[src/rtl/traffic_test_sequencer.sv]
// traffic_test_sequencer: Avalon-MM master that runs one loopback traffic test.
// Sequence: arm monitor, program generator count, start generator, poll monitor
// status until done, error or timeout, then read the good count and report.
module traffic_test_sequencer #(
    parameter logic [23:0] GEN_BASE       = 24'h000000,
    parameter logic [23:0] MON_BASE       = 24'h040000,
    parameter logic [23:0] GEN_PKTNUM_OFS = 24'h000000,
    parameter logic [23:0] GEN_START_OFS  = 24'h000004,
    parameter logic [23:0] MON_CTRL_OFS   = 24'h000004,
    parameter logic [23:0] MON_STAT_OFS   = 24'h000008,
    parameter logic [23:0] MON_GOOD_OFS   = 24'h00000C,
    parameter int unsigned DONE_BIT       = 2,
    parameter int unsigned ERR_BIT        = 3,
    parameter int unsigned POLL_GAP       = 16,
    parameter int unsigned TIMEOUT_CYCLES = 1000000
) (
    input  logic        clk,
    input  logic        reset,
    input  logic        start,
    input  logic [31:0] pkt_count,
    output logic        busy,
    output logic        done,
    output logic        pass,
    output logic [1:0]  fail_code,
    output logic [31:0] rx_good_count,
    output logic [23:0] m_address,
    output logic        m_read,
    output logic        m_write,
    output logic [31:0] m_writedata,
    input  logic [31:0] m_readdata,
    input  logic        m_waitrequest
);

    localparam int TW = $clog2(TIMEOUT_CYCLES + 1);
    localparam int GW = $clog2(POLL_GAP + 1);
    localparam logic [TW-1:0] TMO_LIM  = TW'(TIMEOUT_CYCLES);
    localparam logic [GW-1:0] GAP_LAST = GW'(POLL_GAP - 1);

    localparam logic [1:0] FC_OK       = 2'd0;
    localparam logic [1:0] FC_TIMEOUT  = 2'd1;
    localparam logic [1:0] FC_MON_ERR  = 2'd2;
    localparam logic [1:0] FC_MISMATCH = 2'd3;

    typedef enum logic [2:0] {
        S_IDLE, S_ARM_MON, S_WR_PKTNUM, S_WR_START, S_GAP, S_RD_STAT, S_RD_GOOD, S_DONE
    } state_t;

    state_t        state_q, state_d;
    logic [31:0]   cnt_q, cnt_d;
    logic [TW-1:0] tmo_q, tmo_d;
    logic [GW-1:0] gap_q, gap_d;
    logic          busy_q, busy_d;
    logic          done_q, done_d;
    logic          pass_q, pass_d;
    logic [1:0]    fc_q, fc_d;
    logic [31:0]   rx_q, rx_d;
    logic [23:0]   addr_q, addr_d;
    logic          rd_q, rd_d;
    logic          wr_q, wr_d;
    logic [31:0]   wdata_q, wdata_d;
    logic          xfer_ok;

    // Current bus access completes at the next edge.
    assign xfer_ok = (rd_q | wr_q) & ~m_waitrequest;

    // Next-state, bus and verdict computation.
    always_comb begin
        state_d = state_q;
        cnt_d   = cnt_q;
        tmo_d   = tmo_q;
        gap_d   = gap_q;
        busy_d  = busy_q;
        done_d  = done_q;
        pass_d  = pass_q;
        fc_d    = fc_q;
        rx_d    = rx_q;
        addr_d  = addr_q;
        rd_d    = rd_q;
        wr_d    = wr_q;
        wdata_d = wdata_q;
        case (state_q)
            S_IDLE, S_DONE: begin
                if (start) begin
                    cnt_d  = pkt_count;
                    done_d = 1'b0;
                    pass_d = 1'b0;
                    fc_d   = FC_OK;
                    if (pkt_count == 32'd0) begin
                        // Nothing to send: trivially passes with no bus traffic.
                        state_d = S_DONE;
                        done_d  = 1'b1;
                        pass_d  = 1'b1;
                    end else begin
                        state_d = S_ARM_MON;
                        busy_d  = 1'b1;
                        wr_d    = 1'b1;
                        addr_d  = MON_BASE + MON_CTRL_OFS;
                        wdata_d = 32'h1;
                    end
                end
            end
            S_ARM_MON: begin
                if (xfer_ok) begin
                    state_d = S_WR_PKTNUM;
                    addr_d  = GEN_BASE + GEN_PKTNUM_OFS;
                    wdata_d = cnt_q;
                end
            end
            S_WR_PKTNUM: begin
                if (xfer_ok) begin
                    state_d = S_WR_START;
                    addr_d  = GEN_BASE + GEN_START_OFS;
                    wdata_d = 32'h1;
                end
            end
            S_WR_START: begin
                if (xfer_ok) begin
                    state_d = S_GAP;
                    wr_d    = 1'b0;
                    wdata_d = 32'h0;
                    tmo_d   = '0;
                    gap_d   = '0;
                end
            end
            S_GAP: begin
                if (tmo_q >= TMO_LIM) begin
                    state_d = S_DONE;
                    busy_d  = 1'b0;
                    done_d  = 1'b1;
                    pass_d  = 1'b0;
                    fc_d    = FC_TIMEOUT;
                end else begin
                    tmo_d = tmo_q + 1'b1;
                    if (gap_q == GAP_LAST) begin
                        gap_d   = '0;
                        state_d = S_RD_STAT;
                        rd_d    = 1'b1;
                        addr_d  = MON_BASE + MON_STAT_OFS;
                    end else begin
                        gap_d = gap_q + 1'b1;
                    end
                end
            end
            S_RD_STAT: begin
                // Timeout keeps counting but only GAP acts on it, so a late
                // done/error status still wins over the timeout.
                if (tmo_q < TMO_LIM) tmo_d = tmo_q + 1'b1;
                if (xfer_ok) begin
                    if (m_readdata[ERR_BIT]) begin
                        state_d = S_DONE;
                        rd_d    = 1'b0;
                        busy_d  = 1'b0;
                        done_d  = 1'b1;
                        pass_d  = 1'b0;
                        fc_d    = FC_MON_ERR;
                    end else if (m_readdata[DONE_BIT]) begin
                        state_d = S_RD_GOOD;
                        addr_d  = MON_BASE + MON_GOOD_OFS;
                    end else begin
                        state_d = S_GAP;
                        rd_d    = 1'b0;
                        gap_d   = '0;
                    end
                end
            end
            S_RD_GOOD: begin
                if (xfer_ok) begin
                    state_d = S_DONE;
                    rd_d    = 1'b0;
                    rx_d    = m_readdata;
                    busy_d  = 1'b0;
                    done_d  = 1'b1;
                    pass_d  = (m_readdata == cnt_q);
                    fc_d    = (m_readdata == cnt_q) ? FC_OK : FC_MISMATCH;
                end
            end
            default: state_d = S_IDLE;
        endcase
    end

    // State and registered outputs; reset abandons any in-flight access.
    always_ff @(posedge clk or posedge reset) begin
        if (reset) begin
            state_q <= S_IDLE;
            cnt_q   <= '0;
            tmo_q   <= '0;
            gap_q   <= '0;
            busy_q  <= 1'b0;
            done_q  <= 1'b0;
            pass_q  <= 1'b0;
            fc_q    <= '0;
            rx_q    <= '0;
            addr_q  <= '0;
            rd_q    <= 1'b0;
            wr_q    <= 1'b0;
            wdata_q <= '0;
        end else begin
            state_q <= state_d;
            cnt_q   <= cnt_d;
            tmo_q   <= tmo_d;
            gap_q   <= gap_d;
            busy_q  <= busy_d;
            done_q  <= done_d;
            pass_q  <= pass_d;
            fc_q    <= fc_d;
            rx_q    <= rx_d;
            addr_q  <= addr_d;
            rd_q    <= rd_d;
            wr_q    <= wr_d;
            wdata_q <= wdata_d;
        end
    end

    assign busy          = busy_q;
    assign done          = done_q;
    assign pass          = pass_q;
    assign fail_code     = fc_q;
    assign rx_good_count = rx_q;
    assign m_address     = addr_q;
    assign m_read        = rd_q;
    assign m_write       = wr_q;
    assign m_writedata   = wdata_q;

endmodule

[config.mk]
export PLATFORM = sky130hd
export DESIGN_NAME = traffic_test_sequencer
export DESIGN_NICKNAME = d
export VERILOG_FILES = /design/src/rtl/traffic_test_sequencer.sv
export SDC_FILE = /design/constraint.sdc
export NUM_CORES = 1
export LEC_CHECK = 0
export ABC_AREA = 1
export CAP_MARGIN = 20
export CORE_MARGIN = 2
export CORE_UTILIZATION = 30
export CTS_CLUSTER_DIAMETER = 60
export DETAILED_ROUTE_END_ITERATION = 10
export PLACE_DENSITY_LB_ADDON = 0.15
export REMOVE_ABC_BUFFERS = 1
export SLEW_MARGIN = 10
export SYNTH_ARGS = -nofsm -noshare
export SYNTH_HDL_FRONTEND = slang
export SYNTH_SLANG_ARGS = --single-unit
[constraint.sdc]
create_clock -name clk -period 4.17 [get_ports clk]
set_clock_uncertainty 0.05 [all_clocks]
set_input_delay 0.834 -clock clk [delete_from_list [all_inputs] [get_ports clk]]
set_output_delay 0.834 -clock clk [all_outputs]
set_load 0.02 [all_outputs]
After elaboration in Yosys (flattened, before gate mapping)
Cells that the tools add are included.
{"block": "word_totals", "elab_cells": 135, "output_inout_bits": 95, "in_bits": 68, "regBits": 155}
{"block": "op_classes", "mux": 69, "reduce_logical": 20, "magnitude_cmp": 2, "n_addsub": 2, "bitwise": 3, "eq_ne": 26}
{"operator": "two-way mux 24 bit", "n": 9}
{"operator": "two-way mux 32 bit", "n": 5}
{"operator": "one-hot mux 32 bit (4 select lines)", "n": 1}
{"operator": "one-hot mux 24 bit (5 select lines)", "n": 1}
{"operator": "two-way mux 20 bit", "n": 3}
{"operator": "one-hot mux 20 bit (3 select lines)", "n": 1}
{"operator": "equality test 32 bit", "n": 1}
{"operator": "logical NOT 32 bit", "n": 1}
{"operator": "two-way mux 5 bit", "n": 6}
{"operator": "inequality test 2 bit (second input constant)", "n": 15}
{"operator": "two-way mux 3 bit", "n": 9}
{"operator": "AND reduction 6 bit", "n": 4}
{"operator": "one-hot mux 3 bit (7 select lines)", "n": 1}
{"operator": "adder 20 x 1 -> 20 bit (second input constant)", "n": 1}
{"operator": ">= comparator 20 bit (second input constant)", "n": 1}
{"operator": "less-than comparator 20 bit (second input constant)", "n": 1}
{"operator": "two-way mux 1 bit", "n": 18}
{"operator": "two-way mux 2 bit", "n": 8}
{"operator": "one-hot mux 5 bit (3 select lines)", "n": 1}
{"operator": "AND reduction 7 bit", "n": 2}
{"operator": "equality test 3 bit (second input constant)", "n": 4}
{"operator": "one-hot mux 1 bit (4 select lines)", "n": 3}
{"operator": "AND reduction 10 bit", "n": 1}
{"operator": "one-hot mux 2 bit (4 select lines)", "n": 1}
{"operator": "18 further kinds", "n": 24}

Logic depth before layout (Yosys ltp)
Gate-level depths: netlist (run 1).
{"block": "logic_depth", "word_depth": 4, "depth_mapped": 13, "mapped_depth_nobuf": 13}

Worst setup path after synthesis (run 1)
Ideal clock, no wire load.
{"block": "synth_path", "kind": "input to register", "from": "in m_waitrequest", "to": "reg wdata_q[0], in the netlist m_writedata[0]", "required_ns": 3.993, "stages": 8, "n_path_buf": 1, "slack_ns": 2.166, "t_arrival_ns": 1.827, "setup_time_ns": 0.127, "path_cell_list": "o21bai_1 > inv_1 > nor2_1 > a21oi_1 > nand3_4 > buf_2 > nand2_1 > o21ai_0"}
{"block": "synth_between", "elab_chain_len": 4, "elab_cells_between_ends": 6, "cone_classes": "eq/ne: 3; bitwise: 2; reduce/logical: 1"}
{"element": "start: declaration", "line_no": "31", "text": "input logic m_waitrequest"}
{"element": "inverter 1 bit *", "line_no": "64", "text": "assign xfer_ok = (rd_q | wr_q) & ~m_waitrequest;"}
{"element": "bitwise AND 1 bit *", "line_no": "64"}
{"element": "inequality test 2 bit (no source line)"}
{"element": "AND reduction 6 bit (no source line) *"}
{"element": "end signal: assignment", "line_no": "210", "text": "wdata_q <= wdata_d;"}
{"element": "end: declaration", "line_no": "60", "text": "logic [31:0] wdata_q, wdata_d;"}
Every way passes the cells marked *; elsewhere a longest branch is shown, timed or not.
A chain may end at the register's enable or synchronous reset.

Final worst setup path (run 1)
{"block": "layout_path", "from": "reg state_q[1]", "to": "reg tmo_q[11]"}
{"block": "layout_between", "elab_chain_len": 3, "elab_cells_between_ends": 9, "cone_classes": "eq/ne: 6; mux: 1; reduce/logical: 2"}
{"element": "start: declaration", "line_no": "48", "text": "state_t state_q, state_d;"}
{"element": "start signal: assignment", "line_no": "198", "text": "state_q <= state_d;"}
{"element": "equality test 3 bit / equality test 3 x 2 -> 1 bit (equally long branches)", "line_no": "81", "text": "case (state_q)"}
{"element": "inequality test 2 bit (no source line) / nonzero test 3 bit (equally long branches)"}
{"element": "AND reduction 4 bit (no source line)"}
{"element": "end signal: assignment", "line_no": "200", "text": "tmo_q <= tmo_d;"}
{"element": "end: declaration", "line_no": "50", "text": "logic [TW-1:0] tmo_q, tmo_d;"}
Several ways; a longest one is shown, not always the timed one.

==> results of run 1 <==
==> worst max-delay path: cells and delay by family (launching register included) <==
kind / cells / cell delay (ns)
flip-flops: 1 / 0.46
buffers and inverters: 3 / 0.41
AND/OR/NAND/NOR: 7 / 1.58
==> power groups by stage <==
| stage | clock, µW | combinational (µW) | sequential, µW |
|---|---|---|---|
| after floorplan | 0 | 1300 | 2430 |
| after global placement | 0 | 2710 | 2140 |
| after detailed placement | 0 | 2740 | 2150 |
| after CTS | 1550 | 2750 | 2130 |
| after global routing | 1620 | 3020 | 2190 |
| final | 1510 | 2710 | 2120 |
==> cell type report <==
type | instances | area (µm²) | area share
flip-flops and latches | 134 | 3350 | 0.367
inverters | 95 | 362 | 0.0396
clock buffers | 22 | 474 | 0.0519
well taps | 285 | 357 | 0.0390
clock inverters | 10 | 119 | 0.0130
multi-input cells | 621 | 2990 | 0.328
repair buffers | 148 | 1480 | 0.162
==> per-stage QoR <==
| step | total power (µW) | cells |
|---|---|---|
| detailed placement | 4880 | 1282 |
| global route | 6830 | 1315 |
| finish | 6350 | 1315 |
| global placement | 4860 | 1282 |
| floorplan | 3720 | 850 |
| CTS | 6430 | 1314 |
==> sequential cells by signal (all words and copies together) (netlist names) <==
register / cells
pass: 1
m_address: 3
m_writedata: 32
done: 1
m_write: 1
rx_good_count: 32
state_q: 3
tmo_q: 20
cnt_q: 32
m_read: 1
fail_code: 2
gap_q: 5
busy: 1
==> per-layer routing <==
| metal | share of wire | routed length, µm | vias up |
|---|---|---|---|
| li1 | - | - | 2982 |
| met1 | 0.49 | 9190 | 2666 |
| met2 | 0.46 | 8630 | 127 |
| met3 | 0.037 | 690 | 13 |
| met4 | 0.0081 | 152 | 0 |
| met5 | 0 | 0 | - |
==> placed cells by master, fill, tap and decap left out, drive strengths merged, types with 21 or more instances in the layout <==
cell type / count
clkbuf: 22
inv: 97
xnor2: 29
nand2: 316
mux2: 21
nand3: 21
nor2: 78
conb: 21
o21ai: 84
dfrtp: 134
clkdlybuf4s50: 141
==> worst paths after layout <==
| kind | from | end | slack [ns] | cells past startpoint |
|---|---|---|---|---|
| max | state_q[1]$_DFFE_PP0P_ | tmo_q[11]$_DFFE_PP0P_ | 1.55 | 10 |
| min | m_address[18]$_DFFE_PP0P_ | m_address[18]$_DFFE_PP0P_ | 0.42 | 2 |
| max reg2reg | state_q[1]$_DFFE_PP0P_ | tmo_q[11]$_DFFE_PP0P_ | 1.55 | 10 |
| min reg2reg | m_address[18]$_DFFE_PP0P_ | m_address[18]$_DFFE_PP0P_ | 0.42 | 2 |
| max in group asynchronous | reset | busy$_DFFE_PP0P_ | 2.39 | 3 |
| min in group asynchronous | reset | rx_good_count[6]$_DFFE_PP0P_ | 0.85 | 2 |
==> logic make-up (layout without fill, tap and decap cells) <==
family | count (synthesis) | after routing | synth area share
muxes | 21 | 21 | 0.0343
xor gates and xnor gates | 37 | 37 | 0.0470
AOI/OAI and AO/OA | 94 | 94 | 0.0693
DFF | 134 | 134 | 0.486
and+or+nand+nor | 445 | 445 | 0.266
other | 1 | 21 | 0.000543
buffers and inverters | 142 | 275 | 0.0918
adders and majority gates | 3 | 3 | 0.00544
==> impl_results.md, run 1 <==
* Fill cells at approximately 2300
* H-tree depth at 4
* Largest net degree at the start of global routing at 76
* CP Max Fanout at 20
* Slew @ Worst Pin at 0.920 ns
* Most numerous cell in the Yosys netlist: nand2_1
* Asr flop ratio synth at 1.00
* Worst path cell trace: inv_2 > nand2_2 > nor2_4 > inv_2 > nand2_2 > inv_2 > nand2_2 > nand4_1 > nand2_1 > nand2_1
* Final Critical Period at 2.62 ns
* Unique cell type count in the Yosys netlist at 31
* WL final at 18700 µm
* DRT Pass-1 Iters at 5
* Hold Violations, Final at 0
* Via count at 5788
* DP Worst Slack at 1.11 ns
* N_diodes at 0
* Met2 global-route usage at 0.263
* Critical-path top delay cell: nand4_1
* Design Area, Final at 9130 µm²
* Placer Congestion at roughly 0.84
* Synth area leader: dfrtp_1
* NetSw at 2570 µW
* # port buffers at 141
* Core Region at 22600 µm²
* Synthesized cell area at between 6000 and 7000 µm²
* Leakage at 0.00431 µW
* Max Cap Viol at 0
* Die area at 24200 µm²
* Sequential share of the synthesized area at 0.486
* Post-layout util at 0.403
* Gr ovfl total at 0
* Fin. max-slew vios at 0
* Vias/cell at 4.40
* Die height at roughly 160 µm
* Ports at between 150 and 200
* Synth top area cells: dfrtp_1, nand2_1, o21ai_0, inv_1, nor2_1
* Syn Inst Count at between 800 and 900
* Starting density of the core at 0.305
* Vias in the first global route at ~5600
* Worst setup EP type: register
* Post-synth EDFFs at 0
* Combinational power share at 0.427
* Area Overhead vs Synth at 32.3%
* M1 GR Usage at 0.211
* Syn avg cell area at between 7 and 8 µm²
* Clk Latency, worst-skew pair at around 0.42 ns
* WHS at roughly 0.42 ns
* Slew HR at 0.385
* Root Buffer: clkbuf_16
* Clk network pwr share at 0.239
* Max clock buf depth at 2
* Max Clk Rate at 381 MHz
* Status: finished, final reports clean
* Iter 0 DRT Violations at around 340
* Min-Delay Path Class: register to register
* Num CTS Buffers at 17
* Final ANT Viol Nets at 0
* Critical path type: register to register
* Yosys warns at 0
* Clk slew on worst S/H paths at around 0.06 ns
* Share of layout cells above drive strength 1 at 0.0825
* Flop pwr share at 0.334
* HPWL Detailed at ~14000 µm
* Worst Setup Start Kind: register
* Post-CTS Setup Bufs at 0
* Crit path DAT at 2.87 ns
* Synth top cells by count: nand2_1, dfrtp_1, inv_1
* CTS tree: done
* Most used DFF post-synth: dfrtp_1
* Post-synthesis sequential element count at 134
* RSZ-0062 raised after global routing: no
* First-pass GRT wire length at 29900 µm
* PwrDens at between 600 and 700 nW/µm²
* Die width at 156 µm
* Sw frac at 0.405
* Final period utilization at 0.629
* Critical path data required time at 4.41 ns
* CTS resizes at 0
* Post-DP Area at 8520 µm²
* All-layer global routing usage at 0.159
* Top cell type's share of synthesized area at 0.486
* DRC Markers at 0
* Site Rows at 55
* Final WS setup at around 1.5 ns
* Internal at 3780 µW
* Met3 usage at 0.0319
* Setup violation total in the final timing report at 0
* Max rail drop VDD at about 0.35 mV
* Total clock sinks at 134
* Nets at approximately 1100
* Most Used Layer, Global Route: met2
* DR WL/cell at roughly 14 µm
* Initial antenna violation count at 0
* Hold Buf Count CTS at 0
* Final TNS setup at 0 ns
* Critical Path Max Stage Delay at 0.72 ns
(Power assumes the default switching activity.)
==> run 2, diff against run 1 <==
==> constraint.sdc (replaced) <==
create_clock -name clk -period 2.73 [get_ports clk]
set_clock_uncertainty 0.05 [all_clocks]
set_input_delay 0.546 -clock clk [delete_from_list [all_inputs] [get_ports clk]]
set_output_delay 0.546 -clock clk [all_outputs]
set_load 0.02 [all_outputs]
==> run 2 against run 1 <==
Effect of this change:
- final cell count rose by 0.61%
- maximum frequency rose by 24%
- setup slack got worse by 0.93 ns
- clock power rose by 60%
- via count rose by 1.2%
- routed wire length rose by 0.52%
- die area did not move
- sequential cell count did not move
- global-route usage rose by 0.35 points
- sequential power rose by 53%
- critical path type unchanged
- largest cell class unchanged
==> impl_results.md, run 2 (synthesis results as in run 1) <==
* PwrDens at 1080 nW/µm²
* Design Area, Final at 9270 µm²
* Share of layout cells above drive strength 1 at 0.0915
* Worst path cell trace: inv_2 > nand2_2 > nor2_4 > inv_2 > nand2_2 > inv_2 > nand2_2 > nand2_1 > nor2_2 > buf_4 > nand2_1 > nand2_1
* RR Endpoint: tmo_q[8]$_DFFE_PP0P_
* WHS at between 0.4 and 0.5 ns
* Max Clk Rate at 473 MHz
* First-pass GRT wire length at 30700 µm
* Nets at 1096
* Final period utilization at 0.775
* Worst setup EP type: register
* Via count at a little under 6000
* Worst-case reg-to-reg path depth at 12
* Gr ovfl total at 0
* Vias/cell at 4.43
* Die width at about 160 µm
* Die area at roughly 24000 µm²
* Final Critical Period at 2.12 ns
* Fin. max-slew vios at 0
* Min-Delay Path Class: register to register
* DRT Pass-1 Iters at 5
* Core Region at between 20000 and 25000 µm²
* Num CTS Buffers at 17
* Ports at 163
* Min-delay src: m_address[18]$_DFFE_PP0P_
* Leakage at between 0.004 and 0.005 µW
* Placer Congestion at 0.867
* Vias in the first global route at 5605
* Critical Path Max Stage Delay at 0.48 ns
* Die height at 156 µm
* Max clock buf depth at 2
* DR WL/cell at 14.2 µm
* Starting density of the core at 0.305
* FF-to-FF setup slack at 0.61 ns
* Post-DP Area at a little under 9000 µm²
* Hold Violations, Final at 0
* Final ANT Viol Nets at 0
* Crit path DAT at 2.43 ns
* CP Max Fanout at 20
* Root Buffer: clkbuf_16
* CTS resizes at 0
* Final TNS setup at 0 ns
* Setup violation total in the final timing report at 0
* N_diodes at 0
* WL final at 18800 µm
* Worst hold stages at 2
* Clk slew on worst S/H paths at 0.06 ns
* Critical R2R Launch: state_q[1]$_DFFE_PP0P_
* Slew HR at 0.673
* Clk Latency, worst-skew pair at 0.42 ns
* Initial antenna violation count at 0
* DRC Markers at 0
* Total clock sinks at roughly 130
* Critical-path top delay cell: dfrtp_1
* Leading cell types in the layout, fill and taps excluded: nand2_1, clkdlybuf4s50_1, dfrtp_1
* Site Rows at 55
* All-layer global routing usage at 0.162
* RSZ-0062 raised after global routing: no
* Max Cap Viol at 0
* CTS tree: done
* Largest net degree at the start of global routing at 65
* Critical path type: register to register
* Iter 0 DRT Violations at 333
* Post-CTS Setup Bufs at 0
* H-tree depth at 4
* Worst Setup Start Kind: register
* HPWL Detailed at 14200 µm
* # port buffers at 141
* Hold Buf Count CTS at 0
* Slew @ Worst Pin at just under 0.5 ns
* Status: finished, final reports clean
* Hold Crit Endpoint: m_address[18]$_DFFE_PP0P_
* Max rail drop VDD at 0.542 mV
* Area Overhead vs Synth at 34.4%
* Commonest non-fill, non-tap cell in the layout: nand2_1
* Critical path data required time at 3.04 ns
run 2: changes by cell type in the layout (fill, tap and decap cells not counted), sizes merged:
cell | before | now
bufinv | 2 | 3
inv | 97 | 98
clkinvlp | 3 | 4
clkbuf | 22 | 19
buf | 7 | 15
run 2: power by group:
part           internal [µW]  switching, µW
combinational           1780           2530
clock                   1490            921
sequential              2700            551
run 2: per-stage QoR:
stage	util	setup slack, ns	std cells	total power, µW
2_1_floorplan	-	-1.45	850	5690
3_3_place_gp	0.382	0.267	1291	7660
3_5_place_dp	0.382	0.255	1291	7670
4_1_cts	0.410	0.583	1323	10100
5_1_grt	0.410	0.354	1323	10700
6_report	0.410	0.614	1323	9980
run 2: critical path: cells and delay by family (launching register included):
kind	cells	cell delay [ns]
and+or+nand+nor	8	0.86
buffers and inverters	4	0.66
DFF	1	0.48
run 2: metal layers:
| metal | track usage | wire length [µm] | vias up |
|---|---|---|---|
| met5 | 0 | 0 | - |
| met4 | 0.0406 | 140 | 0 |
| met3 | 0.0364 | 899 | 12 |
| met2 | 0.267 | 8780 | 143 |
| met1 | 0.217 | 8940 | 2712 |
| li1 | - | - | 2991 |
run 2: area by class of cell:
cell class                 count  area, µm²
clock buffer                  19        453
inverter                      95        362
sequential                   134       3350
fill                        2323      13400
clock inverter                13        169
multi-input combinational    621       2990
tap                          285        357
timing repair buffer         156       1590
run 2: worst max-delay path by stage:
stage	start	to	slack [ns]	cells past startpoint
after floorplan	reset	busy$_DFFE_PP0P_	-1.45	1
after detailed placement	pkt_count[28]	m_writedata[5]$_DFFE_PP0P_	0.25	10
after global routing	gap_q[0]$_DFFE_PP0P_	m_address[2]$_DFFE_PP0P_	0.35	10
after global placement	pkt_count[31]	m_writedata[5]$_DFFE_PP0P_	0.27	10
final	state_q[1]$_DFFE_PP0P_	tmo_q[8]$_DFFE_PP0P_	0.61	12
after CTS	state_q[1]$_DFFE_PP0P_	tmo_q[19]$_DFFE_PP0P_	0.58	12
==> run 3, diff against run 2 <==
==> constraint.sdc (replaced) <==
create_clock -name clk -period 1.8 [get_ports clk]
set_clock_uncertainty 0.05 [all_clocks]
set_input_delay 0.36 -clock clk [delete_from_list [all_inputs] [get_ports clk]]
set_output_delay 0.36 -clock clk [all_outputs]
set_load 0.02 [all_outputs]
==> run 3 against run 2 <==
Effect of this change:
- setup slack got worse by 0.58 ns
- critical path type is now register to output pin
- clock power rose by 43%
- die area unchanged
- routed wire length is 8.1% higher
- sequential cell count unchanged
- critical endpoint is now m_address[3]
- critical path depth is 11 lower
==> impl_results.md, run 3 (synthesis results as in run 1) <==
* Status: finished, final reports clean
* Nets at between 1000 and 1500
* Max clock buf depth at 2
* Commonest non-fill, non-tap cell in the layout: nand2_1
* Largest net degree at the start of global routing at 33
* Critical path data required time at 1.39 ns
* M1 GR Usage at 0.228
* Core Region at 22600 µm²
* First-pass GRT wire length at 31400 µm
* Ports at 163
* H-tree depth at 4
* Starting density of the core at 0.305
* Clk Latency, worst-skew pair at around 0.42 ns
* Via count at around 6200
* Min-Delay Path Class: input pin to async pin
* WL final at 20300 µm
* Die height at 156 µm
* Worst Setup Start Kind: register
* DRT Pass-1 Iters at 4
* Num CTS Buffers at 17
* DRC Markers at 0
* Final WS setup at 0.0363 ns
* Critical path type: register to output pin
* All-layer global routing usage at 0.166
* Vias/cell at 4.40
* Vias in the first global route at about 6000
* N_diodes at 0
* DR WL/cell at 14.3 µm
* Iter 0 DRT Violations at approximately 330
* Setup violation total in the final timing report at 0
* Area of the multi-input gates at 3190 µm²
* Final period utilization at 0.980
* Critical Path Max Stage Delay at 0.60 ns
* Most Used Layer, Global Route: met2
* Worst setup EP type: output pin
* Die area at 24200 µm²
* CTS tree: done
* # port buffers at 141
* Hold Buf Count CTS at 0
* Placer Congestion at approximately 0.84
* CP delay by family, top: buffers and inverters
* CP Max Fanout at 2
* DP Worst Slack at -0.348 ns
* Crit path DAT at around 1.4 ns
* Fill cells at 2292
* Site Rows at 55
* Root Buffer: clkbuf_16
* Met3 usage at 0.0317
* Critical-path top delay cell: clkdlybuf4s50_1
* Reg area at 3350 µm²
* Max Clk Rate at 567 MHz
* Die width at 156 µm
* Leakage at between 0.005 and 0.006 µW
* Total clock sinks at 134
* Design Area, Final at 10300 µm²
* Final ANT Viol Nets at 0
* Fin. max-slew vios at 0
* WHS at 0.226 ns
* Max Cap Viol at 0
* Clk slew on worst S/H paths at 0.07 ns
* Share of layout cells above drive strength 1 at 0.208
* Leading cell types in the layout, fill and taps excluded: nand2_1, dfrtp_1, buf_4
* Buf/Inv on CP at 1
* Hold Violations, Final at 0
* Final Critical Period at 1.76 ns
* Area Overhead vs Synth at 49.2%
* Max rail drop VDD at 0.578 mV
* Gr ovfl total at 0
* PwrDens at approximately 1600 nW/µm²
* RSZ-0062 raised after global routing: yes
* Worst path cell trace: clkdlybuf4s50_1
* Met2 global-route usage at 0.266
* Initial antenna violation count at 0
* Post-DP Area at 9280 µm²
* Post-layout util at 0.455
* HPWL Detailed at 14600 µm
run 3: area by class of cell:
type / instances / share of cell area
flip-flops and latches: 134 / 0.326
multi-input cells: 622 / 0.310
repair buffers: 249 / 0.238
clock buffers: 20 / 0.0453
inverters: 95 / 0.0351
well taps: 285 / 0.0346
clock inverters: 12 / 0.0115
run 3: power by group:
group | switching (µW) | total [µW] | leakage [µW] | internal [µW]
clock | 1440 | 3470 | 0.000285 | 2040
combinational | 4510 | 7980 | 0.00344 | 3470
sequential | 737 | 4840 | 0.00177 | 4100
run 3: final timing paths:
kind                                           from                  endpoint  slack, ns  cells past startpoint
max                        m_address[3]$_DFFE_PP0P_              m_address[3]       0.04                      1
min                                           reset     cnt_q[12]$_DFFE_PP0P_       0.23                      2
max reg2reg                  state_q[1]$_DFFE_PP0P_    state_q[1]$_DFFE_PP0P_       0.04                     13
min reg2reg                fail_code[0]$_DFFE_PP0P_  fail_code[0]$_DFFE_PP0P_       0.42                      2
max in group asynchronous                     reset      gap_q[1]$_DFFE_PP0P_       1.01                      3
min in group clk           fail_code[0]$_DFFE_PP0P_  fail_code[0]$_DFFE_PP0P_       0.42                      2
run 3: repair_timing:
item / 4_1_cts / 5_1_grt
cloned: 0 / 8
buffers inserted: 1 / 13
setup endpoints to repair: 61 / 69
gates resized for setup: 57 / 83
pin swaps: 2 / 28
run 3: per-layer routing:
layer | part of all wire | wire length (µm)
met5 | 0 | 0
met4 | 0.014 | 286
met3 | 0.038 | 763
met2 | 0.46 | 9260
met1 | 0.49 | 9970
run 3: stage by stage:
step,cells,setup TNS (ns),total power (µW)
6_report,1417,0,16300
5_1_grt,1417,-1.69,17500
4_1_cts,1396,0,15400
3_5_place_dp,1363,-18.51,12200
3_3_place_gp,1363,-18.11,12100
2_1_floorplan,850,-303.36,8630
